`src/rtl/postmortem_reader_if.sv`:
```
// ============================================================================
//  Module      : postmortem_reader_if
//  Description : AXI4-Stream dump channel used by the post-mortem reader.
//  Revision    : 1.0 - initial release
// ============================================================================
`default_nettype none

interface postmortem_reader_if;
    logic [31:0] m_axis_tdata;
    logic        m_axis_tvalid;
    logic        m_axis_tready;
    logic        m_axis_tlast;

    modport master (
        output m_axis_tdata,
        output m_axis_tvalid,
        output m_axis_tlast,
        input  m_axis_tready
    );

    modport slave (
        input  m_axis_tdata,
        input  m_axis_tvalid,
        input  m_axis_tlast,
        output m_axis_tready
    );
endinterface

`default_nettype wire

```
`src/rtl/postmortem_reader.sv`:
```
// ============================================================================
//  Module      : postmortem_reader
//  Description : Dumps a frozen multi-channel ring buffer, oldest sample first,
//                over AXI4-Stream (one 32-bit word per channel per sample).
//                Optional macro POSTMORTEM_READER_HEADER_EN prepends a single
//                header beat {last_ptr, CH_NUM, 8'hA5} to every dump.
//  Revision    : 1.0 - initial release
// ============================================================================
`default_nettype none

module postmortem_reader #(
    parameter int DEPTH  = 50000,
    parameter int CH_NUM = 10
) (
    input  wire logic                  i_clk,
    input  wire logic                  i_rst,
    input  wire logic                  i_frozen,
    input  wire logic [15:0]           i_w_ram_addr,
    input  wire logic                  i_start,
    output logic [15:0]                o_r_ram_addr,
    input  wire logic [32*CH_NUM-1:0]  i_ram_data,
    postmortem_reader_if.master        m_axis,
    output logic                       o_busy,
    output logic                       o_done,
    output logic                       o_abort
);

    localparam int                 c_CH_W      = (CH_NUM > 1) ? $clog2(CH_NUM) : 1;
    localparam logic [15:0]        c_LAST_ADDR = 16'(DEPTH - 1);
    localparam logic [c_CH_W-1:0]  c_LAST_CH   = c_CH_W'(CH_NUM - 1);

    localparam logic [2:0] S_IDLE  = 3'd0;
    localparam logic [2:0] S_ADDR  = 3'd1;
    localparam logic [2:0] S_WAIT  = 3'd2;
    localparam logic [2:0] S_LATCH = 3'd3;
    localparam logic [2:0] S_SEND  = 3'd4;
    localparam logic [2:0] S_END   = 3'd5;

    logic [2:0]           state_q,    state_d;
    logic [15:0]          ptr_q,      ptr_d;
    logic [15:0]          last_ptr_q, last_ptr_d;
    logic [15:0]          cnt_q,      cnt_d;
    logic [c_CH_W-1:0]    ch_q,       ch_d;
    logic [32*CH_NUM-1:0] shadow_q,   shadow_d;
    logic                 abort_q,    abort_d;
`ifdef POSTMORTEM_READER_HEADER_EN
    logic                 hdr_q,      hdr_d;
`endif

    logic        w_hs;
    logic        w_last_ch;
    logic        w_last_sample;
    logic        w_abort_now;
    logic [15:0] w_ptr_next;
    logic [15:0] w_start_ptr;

    // A beat completes whenever the sink accepts while we are presenting.
    assign w_hs          = (state_q == S_SEND) && m_axis.m_axis_tready;
    assign w_last_ch     = (ch_q == c_LAST_CH);
    // The sample counter backs up the pointer compare so a dump always ends.
    assign w_last_sample = (ptr_q == last_ptr_q) || (cnt_q == c_LAST_ADDR);
    // Abort is sticky once seen, and also reacts to the current cycle's drop.
    assign w_abort_now   = abort_q || !i_frozen;
    assign w_ptr_next    = (ptr_q == c_LAST_ADDR) ? 16'd0 : ptr_q + 16'd1;
    // Oldest sample sits just after the writer pointer, wrapping at DEPTH-1.
    assign w_start_ptr   = (i_w_ram_addr == c_LAST_ADDR) ? 16'd0 : i_w_ram_addr + 16'd1;

    // State and datapath registers, cleared asynchronously by reset.
    always_ff @(posedge i_clk or negedge i_rst) begin
        if (!i_rst) begin
            state_q    <= S_IDLE;
            ptr_q      <= '0;
            last_ptr_q <= '0;
            cnt_q      <= '0;
            ch_q       <= '0;
            shadow_q   <= '0;
            abort_q    <= 1'b0;
`ifdef POSTMORTEM_READER_HEADER_EN
            hdr_q      <= 1'b0;
`endif
        end else begin
            state_q    <= state_d;
            ptr_q      <= ptr_d;
            last_ptr_q <= last_ptr_d;
            cnt_q      <= cnt_d;
            ch_q       <= ch_d;
            shadow_q   <= shadow_d;
            abort_q    <= abort_d;
`ifdef POSTMORTEM_READER_HEADER_EN
            hdr_q      <= hdr_d;
`endif
        end
    end

    // Next-state and next-datapath logic for the dump sequencer.
    always_comb begin
        state_d    = state_q;
        ptr_d      = ptr_q;
        last_ptr_d = last_ptr_q;
        cnt_d      = cnt_q;
        ch_d       = ch_q;
        shadow_d   = shadow_q;
        abort_d    = abort_q;
`ifdef POSTMORTEM_READER_HEADER_EN
        hdr_d      = hdr_q;
`endif
        case (state_q)
            S_IDLE: begin
                abort_d = 1'b0;
                if (i_start && i_frozen) begin
                    ptr_d      = w_start_ptr;
                    last_ptr_d = i_w_ram_addr;
                    cnt_d      = '0;
                    ch_d       = '0;
`ifdef POSTMORTEM_READER_HEADER_EN
                    hdr_d      = 1'b1;
                    state_d    = S_SEND;
`else
                    state_d    = S_ADDR;
`endif
                end
            end
            S_ADDR: begin
                abort_d = w_abort_now;
                state_d = w_abort_now ? S_END : S_WAIT;
            end
            S_WAIT: begin
                abort_d = w_abort_now;
                state_d = w_abort_now ? S_END : S_LATCH;
            end
            S_LATCH: begin
                abort_d = w_abort_now;
                if (w_abort_now) begin
                    state_d = S_END;
                end else begin
                    shadow_d = i_ram_data;
                    ch_d     = '0;
                    state_d  = S_SEND;
                end
            end
            S_SEND: begin
                abort_d = w_abort_now;
                if (w_hs) begin
`ifdef POSTMORTEM_READER_HEADER_EN
                    if (hdr_q) begin
                        hdr_d   = 1'b0;
                        state_d = w_abort_now ? S_END : S_ADDR;
                    end else
`endif
                    if (!w_last_ch) begin
                        ch_d = ch_q + c_CH_W'(1);
                        if (w_abort_now) begin
                            state_d = S_END;
                        end
                    end else if (w_last_sample) begin
                        // The final beat landed: report completion even if
                        // the freeze dropped on this very cycle.
                        abort_d = 1'b0;
                        state_d = S_END;
                    end else begin
                        ptr_d   = w_ptr_next;
                        cnt_d   = cnt_q + 16'd1;
                        state_d = w_abort_now ? S_END : S_ADDR;
                    end
                end
            end
            S_END: begin
                state_d = S_IDLE;
            end
            default: begin
                state_d = S_IDLE;
            end
        endcase
    end

    // Moore outputs decoded from the current state and datapath registers.
    always_comb begin
        o_r_ram_addr         = ptr_q;
        o_busy               = (state_q != S_IDLE);
        o_done               = (state_q == S_END) && !abort_q;
        o_abort              = (state_q == S_END) &&  abort_q;
        m_axis.m_axis_tvalid = (state_q == S_SEND);
        m_axis.m_axis_tdata  = shadow_q[32*int'(ch_q) +: 32];
        m_axis.m_axis_tlast  = (state_q == S_SEND) && w_last_ch && w_last_sample;
`ifdef POSTMORTEM_READER_HEADER_EN
        if (hdr_q) begin
            m_axis.m_axis_tdata = {last_ptr_q, 8'(CH_NUM), 8'hA5};
            m_axis.m_axis_tlast = 1'b0;
        end
`endif
    end

endmodule

`default_nettype wire

```
`src/flat_wrapper.sv`:
```
// flat-port wrapper written by rule: the top's interface ports become plain ports
module postmortem_reader_flat 
#(
    parameter int DEPTH  = 50000,
    parameter int CH_NUM = 10
)
  (i_clk, i_rst, i_frozen, i_w_ram_addr, i_start, o_r_ram_addr, i_ram_data, o_busy, o_done, o_abort, m_axis_m_axis_tdata, m_axis_m_axis_tvalid, m_axis_m_axis_tlast, m_axis_m_axis_tready);
  postmortem_reader_if m_axis_i ();
  input  wire logic i_clk;
  input  wire logic i_rst;
  input  wire logic i_frozen;
  input  wire logic [15:0] i_w_ram_addr;
  input  wire logic i_start;
  output logic [15:0] o_r_ram_addr;
  input  wire logic [32*CH_NUM-1:0] i_ram_data;
  output logic o_busy;
  output logic o_done;
  output logic o_abort;
  output wire logic [$bits(m_axis_i.m_axis_tdata)-1:0] m_axis_m_axis_tdata;
  output wire logic [$bits(m_axis_i.m_axis_tvalid)-1:0] m_axis_m_axis_tvalid;
  output wire logic [$bits(m_axis_i.m_axis_tlast)-1:0] m_axis_m_axis_tlast;
  input wire logic [$bits(m_axis_i.m_axis_tready)-1:0] m_axis_m_axis_tready;
  assign m_axis_m_axis_tdata = m_axis_i.m_axis_tdata;
  assign m_axis_m_axis_tvalid = m_axis_i.m_axis_tvalid;
  assign m_axis_m_axis_tlast = m_axis_i.m_axis_tlast;
  assign m_axis_i.m_axis_tready = m_axis_m_axis_tready;
  postmortem_reader #(.DEPTH(DEPTH), .CH_NUM(CH_NUM)) u_core (.i_clk(i_clk), .i_rst(i_rst), .i_frozen(i_frozen), .i_w_ram_addr(i_w_ram_addr), .i_start(i_start), .o_r_ram_addr(o_r_ram_addr), .i_ram_data(i_ram_data), .m_axis(m_axis_i), .o_busy(o_busy), .o_done(o_done), .o_abort(o_abort));
endmodule
```
`config.mk`:
```
export PLATFORM = sky130hd
export DESIGN_NAME = postmortem_reader_flat
export DESIGN_NICKNAME = d
export VERILOG_FILES = /design/src/rtl/postmortem_reader_if.sv /design/src/rtl/postmortem_reader.sv /design/src/flat_wrapper.sv
export SDC_FILE = /design/constraint.sdc
export NUM_CORES = 1
export LEC_CHECK = 0
export CORE_MARGIN = 2
export CORE_UTILIZATION = 51
export CTS_CLUSTER_DIAMETER = 60
export DETAILED_ROUTE_END_ITERATION = 16
export PLACE_DENSITY_LB_ADDON = 0.2
export SYNTH_ARGS = -nofsm -noshare
export SYNTH_HDL_FRONTEND = slang
export SYNTH_SLANG_ARGS = --single-unit
```
`constraint.sdc`:
```
create_clock -name i_clk -period 3.7 [get_ports i_clk]
set_input_delay 0.74 -clock i_clk [delete_from_list [all_inputs] [get_ports i_clk]]
set_output_delay 0.74 -clock i_clk [all_outputs]
set_load 0.05 [all_outputs]
```
==> impl_metrics.toml <==
[floorplan]
coreArea_um2 = 34460
std_cell_rows = 68
dieWidth_um = 190.7
io_pins = 394
initial_utilization_pct = 51.59
die_y_um = 190.7
die_area_um2 = 36360

[power_and_ir_drop]
p_int_mw = 11.63
seqPwrFrac_pct = 37.5
swShare_pct = 35.50
clkPwrFrac_pct = 23.6
power_mw = 18.03
vdd_drop_max_mv = 0.5961
combPwrFrac_pct = 38.8
p_per_area_nw_per_um2 = 753.4
p_sw_mw = 6.401
p_leak_nw = 10.68

[timing]
skew_ps = 13.99
setup-violations-final = 0
hold_viol = 0
setup-tns-final_ps = 0
slew_violations = 0
worst_slew_pin_slew_ps = 980.0
fin_crit_sh_pct = 96.64
finalCriticalPeriod_ps = 3576
rsz0062_at_grt = "false"
fmax_mhz = 279.7
slew_headroom_pct = 34.67

[clocking]
cts-hold-fix-buffers = 0
cts.sinks = 376
path_clk_slew_ps = 60
clock_latency_ps = 550
cts_root_buf = "clkbuf_16"
htreeDepth = 2
cts_tree = "yes"
cts_buffer_depth = 3
numCtsBuffers = 43

[drt]
drc = 0
wl_per_cell_um = 23.82
ant_nets = 0
drt_pass1_iterations = 5
drt_iter0_markers = 792
vias_per_cell = 5.767
drt_wl_total_mm = 52.84
num_vias = 12790

[global_route]
grt_pass1_vias = 13600
antenna_found_initial = 21
grt_max_degree = 93
grt_pass1_wl_mm = 80.39
grt_overflow = 0
grt_usage_pct = 29.56

[setup_path]
crit_required_ps = 2960
startpoint_type = "register"
worst-path-max-fanout = 7
critPathCaptureType = "primary output"
critPathKind = "reg -> out"
cp.arrival_ps = 2840

[synth]
synth_flop_cell = "dfrtp_1"
syn_nets = 1662
ys_seq_elements = 376
ys_seq_area_share_pct = 52.93
async_reset_ff_share_pct = 100.0
avgSynthCellArea_um2 = 13.51
synth_area_um2 = 17780
ys_types = 54
netlist_instances = 1316
yosys_warnings = 0
synth-edff-count = 0

[placement]
gp_congestion = 0.8997
numPortBuffers = 393
dp_hpwl_mm = 38.93

[finish]
final_common_cell = "dfrtp_1"
mostFrequentLayoutCells = "dfrtp_1 (373), clkdlybuf4s50_1 (359), mux2_2 (353)"
drive_gt1_share_pct = 33.62
multi_input_area_um2 = 8000
final_nets = 2061
fill_cells = 2420
area_growth_pct = 34.64
seq_area_um2 = 9418

[outcome]
status = "finished, final reports clean"

[min_path]
hp-class = "in -> async"

[job]
drv_cap = 0
## power by group through the flow
stage	Combinational, mW	Sequential (mW)	Clock, mW
after floorplan	4.50	6.60	0
after global placement	6.85	6.71	0
after detailed placement	6.96	6.79	0
after CTS	7.01	6.74	4.33
after global routing	7.45	6.95	4.49
final	7.00	6.77	4.26
## cell type report
type                            instances  area share [%]
Clock inverter                         13          0.5855
Tap cell                              455           2.379
Antenna cell                           14          0.1464
Clock buffer                           66           5.358
Timing Repair Buffer                  446           18.62
Sequential cell                       376           39.35
Inverter                                9          0.1411
Multi-Input combinational cell        839           33.43
## critical path, cell delays in order (launching register included)
cell and delay [ps]:
dfrtp_4 490, buf_4 210, mux4_2 510, a221oi_1 700
a21oi_1 130, buf_4 240
## state kept, by name, indices dropped and copies added, names as in the netlist
register,flops
u_core.state_q,3
u_core.abort_q,1
u_core.cnt_q,16
u_core.shadow_q,320
u_core.last_ptr_q,16
u_core.o_r_ram_addr,16
u_core.ch_q,4
## per-stage QoR
stage          cell area [um^2]  util (%)  hold WS, ps  setup WS [ps]  instances
6_report                  23930     69.46        208.8          124.2       2218
5_1_grt                   23920     69.42        269.8          30.58       2212
4_1_cts                   23860     69.26        266.6          32.84       2201
3_5_place_dp              22440     65.11        485.8          521.7       2122
3_3_place_gp              22440     65.11        481.3          530.9       2122
2_1_floorplan             17780         -        444.4          145.7       1316
## synthesized netlist by cell type, drive strengths merged, types with 3 or more instances
| cell | number | area (um^2) |
|---|---|---|
| a22o | 13 | 113.9 |
| a221oi | 32 | 280.3 |
| mux2i | 7 | 70.07 |
| nand4 | 17 | 106.4 |
| buf | 18 | 83.82 |
| nor2 | 28 | 107.6 |
| nor4 | 4 | 55.05 |
| or2 | 3 | 18.77 |
| inv | 7 | 26.28 |
| mux4 | 64 | 1441 |
| or3 | 3 | 18.77 |
| xnor2 | 30 | 262.8 |
| clkbuf | 74 | 277.8 |
| dfrtp | 376 | 9409 |
| a31oi | 3 | 18.77 |
| nor3 | 12 | 65.06 |
| nand3 | 19 | 95.09 |
| nand2 | 120 | 450.4 |
| ha | 5 | 62.56 |
| and3 | 9 | 56.30 |
| mux2 | 355 | 3998 |
| a21boi | 3 | 22.52 |
| o32ai | 11 | 96.34 |
| o21ai | 23 | 115.1 |
| a21oi | 34 | 170.2 |
| nand3b | 3 | 22.52 |
| o22ai | 5 | 31.28 |
| nand2b | 8 | 52.55 |
| xor2 | 7 | 61.31 |
## per-layer routing
metal  vias to the layer above  global-route usage [%]  share of wire, %
met4                        10                   11.69               3.9
li1                       5689                       -                 -
met1                      6518                   37.07                39
met5                         -                       0              0.12
met2                       471                   48.49                49
met3                       103                   8.539               8.0
## final timing paths
path	slack, ps	cells after the start	endpoint	startpoint
worst min register to register	500	1	u_core.shadow_q[194]	u_core.shadow_q[194]
worst max-delay path	120	5	m_axis_m_axis_tdata[18]	u_core.ch_q[0]
worst min-delay path	210	1	u_core.o_r_ram_addr[14]	i_rst
worst max register to register	830	8	u_core.cnt_q[9]	u_core.ch_q[0]
min in group i_clk	500	1	u_core.shadow_q[194]	u_core.shadow_q[194]
max in group asynchronous	2520	2	u_core.ch_q[1]	i_rst
## logic make-up (layout without fill, tap and decap cells)
logic type	after synthesis	count (layout)	share of synthesized area, %
other	0	14	0
and+or+nand+nor	237	237	6.398
AOI/OAI and AO/OA	133	133	5.223
muxes	426	426	30.99
DFF	376	376	52.93
buffers and inverters	101	534	2.224
adders and majority gates	6	6	0.4083
xor gates and xnor gates	37	37	1.823
## what timing repair did
action / CTS / global route
buffers inserted: 0 / 3
endpoints found under the setup margin: 2 / 4
endpoints found under the hold margin: 0 / 0
gates resized for setup: 2 / 2
(Power assumes the default switching activity.)
